File: src/rtl/cmd_sched.sv
// SD host command scheduler: arbitrates one software command slot against
// auto CMD12 requests, issues the winner to the command path and tracks completion.
module cmd_sched #(
    parameter int unsigned RspTimeout = 64
) (
    input  logic        clk_i,
    input  logic        rst_ni,
    input  logic        sd_clk_en_p_i,
    input  logic        sw_cmd_valid_i,
    input  logic [5:0]  sw_cmd_index_i,
    input  logic [31:0] sw_cmd_arg_i,
    input  logic [1:0]  sw_rsp_type_i,
    input  logic        sw_data_present_i,
    input  logic        auto_cmd12_req_i,
    input  logic        dat_active_i,
    input  logic        cmd_ready_i,
    input  logic        cmd_done_i,
    input  logic        rsp_done_i,
    output logic        cmd_start_o,
    output logic [5:0]  cmd_index_o,
    output logic [31:0] cmd_arg_o,
    output logic [1:0]  cmd_rsp_type_o,
    output logic        inhibit_cmd_o,
    output logic        inhibit_dat_o,
    output logic        sw_cmd_drop_o,
    output logic        cmd_complete_o,
    output logic        auto_cmd12_done_o,
    output logic        rsp_timeout_o
);

    localparam int unsigned IdxW = 6;
    localparam int unsigned ArgW = 32;
    localparam int unsigned TypW = 2;
    localparam int unsigned CntW = 7;

    localparam logic [IdxW-1:0] StopIdx  = IdxW'(12);
    localparam logic [TypW-1:0] StopType = TypW'(3);
    localparam logic [CntW-1:0] TimeoutCnt = CntW'(RspTimeout);

    typedef enum logic [2:0] {
        ST_IDLE,
        ST_ISSUE,
        ST_WAIT_CMD,
        ST_WAIT_RSP,
        ST_DONE
    } state_e;

    state_e            state_q, state_d;
    logic              sw_pend_q, sw_pend_d;
    logic              auto_pend_q, auto_pend_d;
    logic              sel_auto_q, sel_auto_d;
    logic [IdxW-1:0]   slot_idx_q, slot_idx_d;
    logic [ArgW-1:0]   slot_arg_q, slot_arg_d;
    logic [TypW-1:0]   slot_type_q, slot_type_d;
    logic              slot_data_q, slot_data_d;
    logic [CntW-1:0]   cnt_q, cnt_d;
    logic              start_q, start_d;
    logic [IdxW-1:0]   idx_q, idx_d;
    logic [ArgW-1:0]   arg_q, arg_d;
    logic [TypW-1:0]   type_q, type_d;
    logic              drop_q, drop_d;
    logic              complete_q, complete_d;
    logic              auto_done_q, auto_done_d;
    logic              timeout_q, timeout_d;
    logic              sw_accept;
    logic [CntW-1:0]   cnt_inc;

    // Software slot stays "in flight" until DONE clears its pending bit.
    assign inhibit_cmd_o = (state_q != ST_IDLE) | sw_pend_q;
    assign inhibit_dat_o = dat_active_i | (sw_pend_q & slot_data_q);

    assign sw_accept = sw_cmd_valid_i & ~inhibit_cmd_o & ~(sw_data_present_i & inhibit_dat_o);
    assign cnt_inc   = cnt_q + CntW'(1);

    always_comb begin
        state_d     = state_q;
        sw_pend_d   = sw_pend_q;
        auto_pend_d = auto_pend_q;
        sel_auto_d  = sel_auto_q;
        slot_idx_d  = slot_idx_q;
        slot_arg_d  = slot_arg_q;
        slot_type_d = slot_type_q;
        slot_data_d = slot_data_q;
        cnt_d       = cnt_q;
        start_d     = start_q;
        idx_d       = idx_q;
        arg_d       = arg_q;
        type_d      = type_q;
        drop_d      = sw_cmd_valid_i & ~sw_accept;
        complete_d  = 1'b0;
        auto_done_d = 1'b0;
        timeout_d   = 1'b0;

        if (sw_accept) begin
            sw_pend_d   = 1'b1;
            slot_idx_d  = sw_cmd_index_i;
            slot_arg_d  = sw_cmd_arg_i;
            slot_type_d = sw_rsp_type_i;
            slot_data_d = sw_data_present_i;
        end
        if (auto_cmd12_req_i) begin
            auto_pend_d = 1'b1;
        end

        unique case (state_q)
            ST_IDLE: begin
                if (auto_pend_q) begin
                    sel_auto_d = 1'b1;
                    idx_d      = StopIdx;
                    arg_d      = '0;
                    type_d     = StopType;
                    start_d    = 1'b1;
                    state_d    = ST_ISSUE;
                end else if (sw_pend_q) begin
                    sel_auto_d = 1'b0;
                    idx_d      = slot_idx_q;
                    arg_d      = slot_arg_q;
                    type_d     = slot_type_q;
                    start_d    = 1'b1;
                    state_d    = ST_ISSUE;
                end
            end
            ST_ISSUE: begin
                if (start_q && cmd_ready_i) begin
                    start_d = 1'b0;
                    state_d = ST_WAIT_CMD;
                end
            end
            ST_WAIT_CMD: begin
                if (cmd_done_i) begin
                    if (type_q != TypW'(0)) begin
                        cnt_d   = '0;
                        state_d = ST_WAIT_RSP;
                    end else begin
                        state_d = ST_DONE;
                    end
                end
            end
            ST_WAIT_RSP: begin
                if (rsp_done_i) begin
                    state_d = ST_DONE;
                end else if (sd_clk_en_p_i) begin
                    cnt_d = cnt_inc;
                    if (cnt_inc == TimeoutCnt) begin
                        timeout_d = 1'b1;
                        state_d   = ST_DONE;
                    end
                end
            end
            ST_DONE: begin
                // A CMD12 request arriving now merges into the one completing.
                if (sel_auto_q) begin
                    auto_pend_d = 1'b0;
                    auto_done_d = 1'b1;
                end else begin
                    sw_pend_d  = 1'b0;
                    complete_d = 1'b1;
                end
                state_d = ST_IDLE;
            end
            default: state_d = ST_IDLE;
        endcase
    end

    always_ff @(posedge clk_i) begin
        if (!rst_ni) begin
            state_q     <= ST_IDLE;
            sw_pend_q   <= 1'b0;
            auto_pend_q <= 1'b0;
            sel_auto_q  <= 1'b0;
            slot_idx_q  <= '0;
            slot_arg_q  <= '0;
            slot_type_q <= '0;
            slot_data_q <= 1'b0;
            cnt_q       <= '0;
            start_q     <= 1'b0;
            idx_q       <= '0;
            arg_q       <= '0;
            type_q      <= '0;
            drop_q      <= 1'b0;
            complete_q  <= 1'b0;
            auto_done_q <= 1'b0;
            timeout_q   <= 1'b0;
        end else begin
            state_q     <= state_d;
            sw_pend_q   <= sw_pend_d;
            auto_pend_q <= auto_pend_d;
            sel_auto_q  <= sel_auto_d;
            slot_idx_q  <= slot_idx_d;
            slot_arg_q  <= slot_arg_d;
            slot_type_q <= slot_type_d;
            slot_data_q <= slot_data_d;
            cnt_q       <= cnt_d;
            start_q     <= start_d;
            idx_q       <= idx_d;
            arg_q       <= arg_d;
            type_q      <= type_d;
            drop_q      <= drop_d;
            complete_q  <= complete_d;
            auto_done_q <= auto_done_d;
            timeout_q   <= timeout_d;
        end
    end

    assign cmd_start_o       = start_q;
    assign cmd_index_o       = idx_q;
    assign cmd_arg_o         = arg_q;
    assign cmd_rsp_type_o    = type_q;
    assign sw_cmd_drop_o     = drop_q;
    assign cmd_complete_o    = complete_q;
    assign auto_cmd12_done_o = auto_done_q;
    assign rsp_timeout_o     = timeout_q;

endmodule

File: config.mk
export PLATFORM = sky130hd
export DESIGN_NAME = cmd_sched
export DESIGN_NICKNAME = d
export VERILOG_FILES = /design/src/rtl/cmd_sched.sv
export SDC_FILE = /design/constraint.sdc
export NUM_CORES = 1
export LEC_CHECK = 0
export ABC_AREA = 0
export CAP_MARGIN = 40
export CORE_ASPECT_RATIO = 1.25
export CORE_UTILIZATION = 55
export CTS_BUF_LIST = sky130_fd_sc_hd__clkbuf_4
export DETAILED_ROUTE_END_ITERATION = 10
export PLACE_DENSITY = 0.86
export SETUP_SLACK_MARGIN = 0.4
export SYNTH_ARGS = -nofsm -noshare
export SYNTH_HDL_FRONTEND = slang
export SYNTH_SLANG_ARGS = --single-unit
File: constraint.sdc
create_clock -name clk_i -period 3.41 [get_ports clk_i]
set_clock_uncertainty 0.05 [all_clocks]
set_input_delay 1.023 -clock clk_i [delete_from_list [all_inputs] [get_ports clk_i]]
set_output_delay 1.023 -clock clk_i [all_outputs]
set_load 0.02 [all_outputs]
==> results.cfg <==
[logic_synthesis]
synth_xor_area_frac = 0
yosysSeqAreaShare = 0.508
synth_top_family_by_area = simple AND/OR/NAND/NOR gates
synthesis.nets = 512
async_reset_ff_frac = 0
ys_warn_count = 0
synth_fa_ha_area_frac = 0.00321
netlist.area_leader.share = 0.508
synthTopCellsByArea = dfxtp_1 51%, nand2_1 12%, a21oi_1 12%, nand3b_1 6.9%, clkbuf_1 2.1%
synth_compound_area_frac = 0.168
synthesis.instances = 461
synthesis.area_um2 = 3900
synth_edf_count = 0
syn_area_per_cell_um2 = 8.46
ys_seq_elements = 99
synthFlopType = dfxtp_1
ys_types = 42
yosysTopAreaCell = dfxtp_1
synthMuxAreaShare = 0.00257
synth-simple-area-share = 0.262

[floorplan]
core_um2 = 6690
initial_core_util = 0.583
dieArea_um2 = 7430
die_w_um = 77.3
num_rows = 33
top_level_ports = 97
die_h_um = 96.1

[worst_setup_path]
reg2reg_depth = 5
critPathLaunchType = primary input
rr_endpoint = cmd_index_o[2]$_SDFFE_PN0P_
path_class = in2out
crit_family = buffers and inverters
r2r_setup_slack_ns = 1.17
timing.critical_path.from = dat_active_i
cp_data_arrival_time_ns = 1.89
cp.required_ns = 2.34
cp_num_buf_inv = 2
worstPathMaxFanout = 2
cp_slowest_stage_delay_ns = 0.44
endpoint = inhibit_dat_o
reg2reg_from = auto_pend_q$_SDFF_PN0_
slowest_stage = clkdlybuf4s50_1
cp_cell_sequence = clkdlybuf4s50_1 > a21o_1 > clkdlybuf4s15_2
endpoint_kind = output pin
cp.depth = 3

[power_and_ir_drop]
ir_drop_mv = 0.330
p_leak_nw = 1.74
pwr_density_cell_nw_per_um2 = 482

[timing]
hold_ws_ns = 0.413
rsz0062_at_grt = false
hold_viol = 0
finalCritPeriodShare = 0.869
fmax_mhz = 337
slew_headroom = 0.595
drv_slew = 0
finalWorstPathRequiredPeriod_ns = 2.96
worst_pin_slew_ns = 0.608
setup_viol = 0
fin_setup_tns_ns = 0

[route]
drt_iter0_markers = 269
drc_errors = 0
viasPerCell = 5.59
wl_met2_um = 4760
wl_met3_um = 470
wire_per_inst_um = 14.7
wl_met1_um = 3860
top_layer = met4
dr.pass1.iters = 5
vias = 3527
routed_wirelength_um = 9270
final_antenna_net_count = 0

[finish]
areaGrowthSynthToFinish_pct = 29.4
multi_input_area_um2 = 1710
diodes = 0
drive_gt1_frac = 0.0699
fillerInstances = 520
final-seq-area_um2 = 1990
fin_nets = 590

[cts]
cts.sinks = 99
clock_path_buffers = 2
post-cts-setup-buffer-count = 0
h-tree-depth = 3
cts_tree = done
clkSlewWorstSetupHoldPaths_ns = 0.14
cts_buffers = 9
root_buffer = clkbuf_4
worstSkewPairLatency_ns = 0.45
cts_hold_buf = 0

[placed_design]
port_buffers = 96
dp.final_hpwl_um = 6090
place_congestion = 0.802

[grt]
grt_use_total = 0.268
grt_max_degree = 68
grt_pass1_vias = 3323
overflow = 0
antenna_found_initial = 0
grt_pass1_wl_um = 15400

[outcome]
status = completed

[hold_path]
hp-class = reg2reg

[flow_run]
drv_cap = 0
layout make-up:
class	count	area share
clock inverter	5	0.0127
inverter	5	0.00372
tap	87	0.0216
sequential	99	0.394
timing repair buffer	103	0.213
clock buffer	11	0.0164
multi-input combinational	321	0.339
per-stage QoR:
stage                     std cells  cell area (um^2)  power [mW]  utilization  worst slack, ns
after CTS                       631              5040        2.44        0.753            0.405
final                           631              5040        2.43        0.754            0.446
after global placement          613              4840        1.79        0.724           0.0942
after floorplan                 461              3900        1.62            -             1.11
after global routing            631              5040        2.55        0.754            0.406
after detailed placement        615              4890        1.83        0.731            0.104
state kept, by name, indices dropped and copies added (netlist names), 2 cells and up:
name and count:
cnt_q 7, slot_type_q 2, state_q 3, cmd_rsp_type_o 2
slot_idx_q 6, slot_arg_q 32, cmd_arg_o 32, cmd_index_o 6
tightest hold or removal path: cells and delay by family, from the launching register on:
kind | cells | cell delay, ns
flops | 1 | 0.33
simple gates | 1 | 0.05
compound gates | 1 | 0.05
cells in the final DEF, fill, tap and decap left out, types with 2 or more instances in the layout:
cell	instances
a21oi_1	90
nand3_1	5
nor2_1	10
dfxtp_2	3
and3_1	6
nor2b_1	2
nor3_1	11
dfxtp_1	96
o21ai_0	2
clkbuf_4	11
buf_4	3
nand3b_1	36
o31ai_1	3
buf_12	3
clkinv_4	3
nand2_1	124
a211oi_1	5
inv_1	4
clkdlybuf4s50_1	95
a22oi_1	2
a41oi_1	2
cells in the mapped netlist (2+ instances only):
cell        n
buf_6       6
clkbuf_1   22
nand3_1     6
a21oi_1    90
o31ai_1     3
a41oi_1     2
a211oi_1    5
and3_1      6
nand3b_1   36
nand2_1   124
o21ai_0     2
dfxtp_1    99
buf_4       5
buf_2       3
a22oi_1     2
nor3_1     11
nor2_1     10
nor2b_1     2
inv_1       4
cells by family (layout without fill, tap and decap cells):
family,after synthesis,in the layout
and+or+nand+nor,206,206
AOI/OAI and AO/OA,113,113
DFF,99,99
buffers and inverters,41,124
adders and majority gates,1,1
muxes,1,1
worst min path at each step:
stage / startpoint / to / slack [ns] / depth (start not counted)
finish: cmd_arg_o[30]$_SDFFE_PN0P_ / cmd_arg_o[30]$_SDFFE_PN0P_ / 0.41 / 2
global placement: cmd_arg_o[2]$_SDFFE_PN0P_ / cmd_arg_o[2]$_SDFFE_PN0P_ / 0.39 / 2
detailed placement: cmd_arg_o[23]$_SDFFE_PN0P_ / cmd_arg_o[23]$_SDFFE_PN0P_ / 0.40 / 2
global route: cmd_arg_o[17]$_SDFFE_PN0P_ / cmd_arg_o[17]$_SDFFE_PN0P_ / 0.43 / 2
floorplan: slot_arg_q[31]$_SDFFE_PN0P_ / slot_arg_q[31]$_SDFFE_PN0P_ / 0.39 / 2
CTS: cmd_arg_o[14]$_SDFFE_PN0P_ / cmd_arg_o[14]$_SDFFE_PN0P_ / 0.41 / 2
metal layers:
metal | global-route usage | up-vias
met1 | 0.324 | 1673
li1 | - | 1726
met2 | 0.467 | 112
met3 | 0.0578 | 16
met4 | 0.105 | 0
met5 | 0 | -
power breakdown:
group / leakage (nW) / internal, mW / total (mW) / switching (mW)
logic: 0.855 / 0.223 / 0.510 / 0.287
clock network: 0.0772 / 0.244 / 0.627 / 0.383
registers: 0.806 / 1.23 / 1.30 / 0.0624
timing repair:
item	CTS	global route
endpoints found under the setup margin	1	1
gates resized for setup	3	3
pin swaps	0	0
No activity file was read; power rests on OpenSTA's default activity.
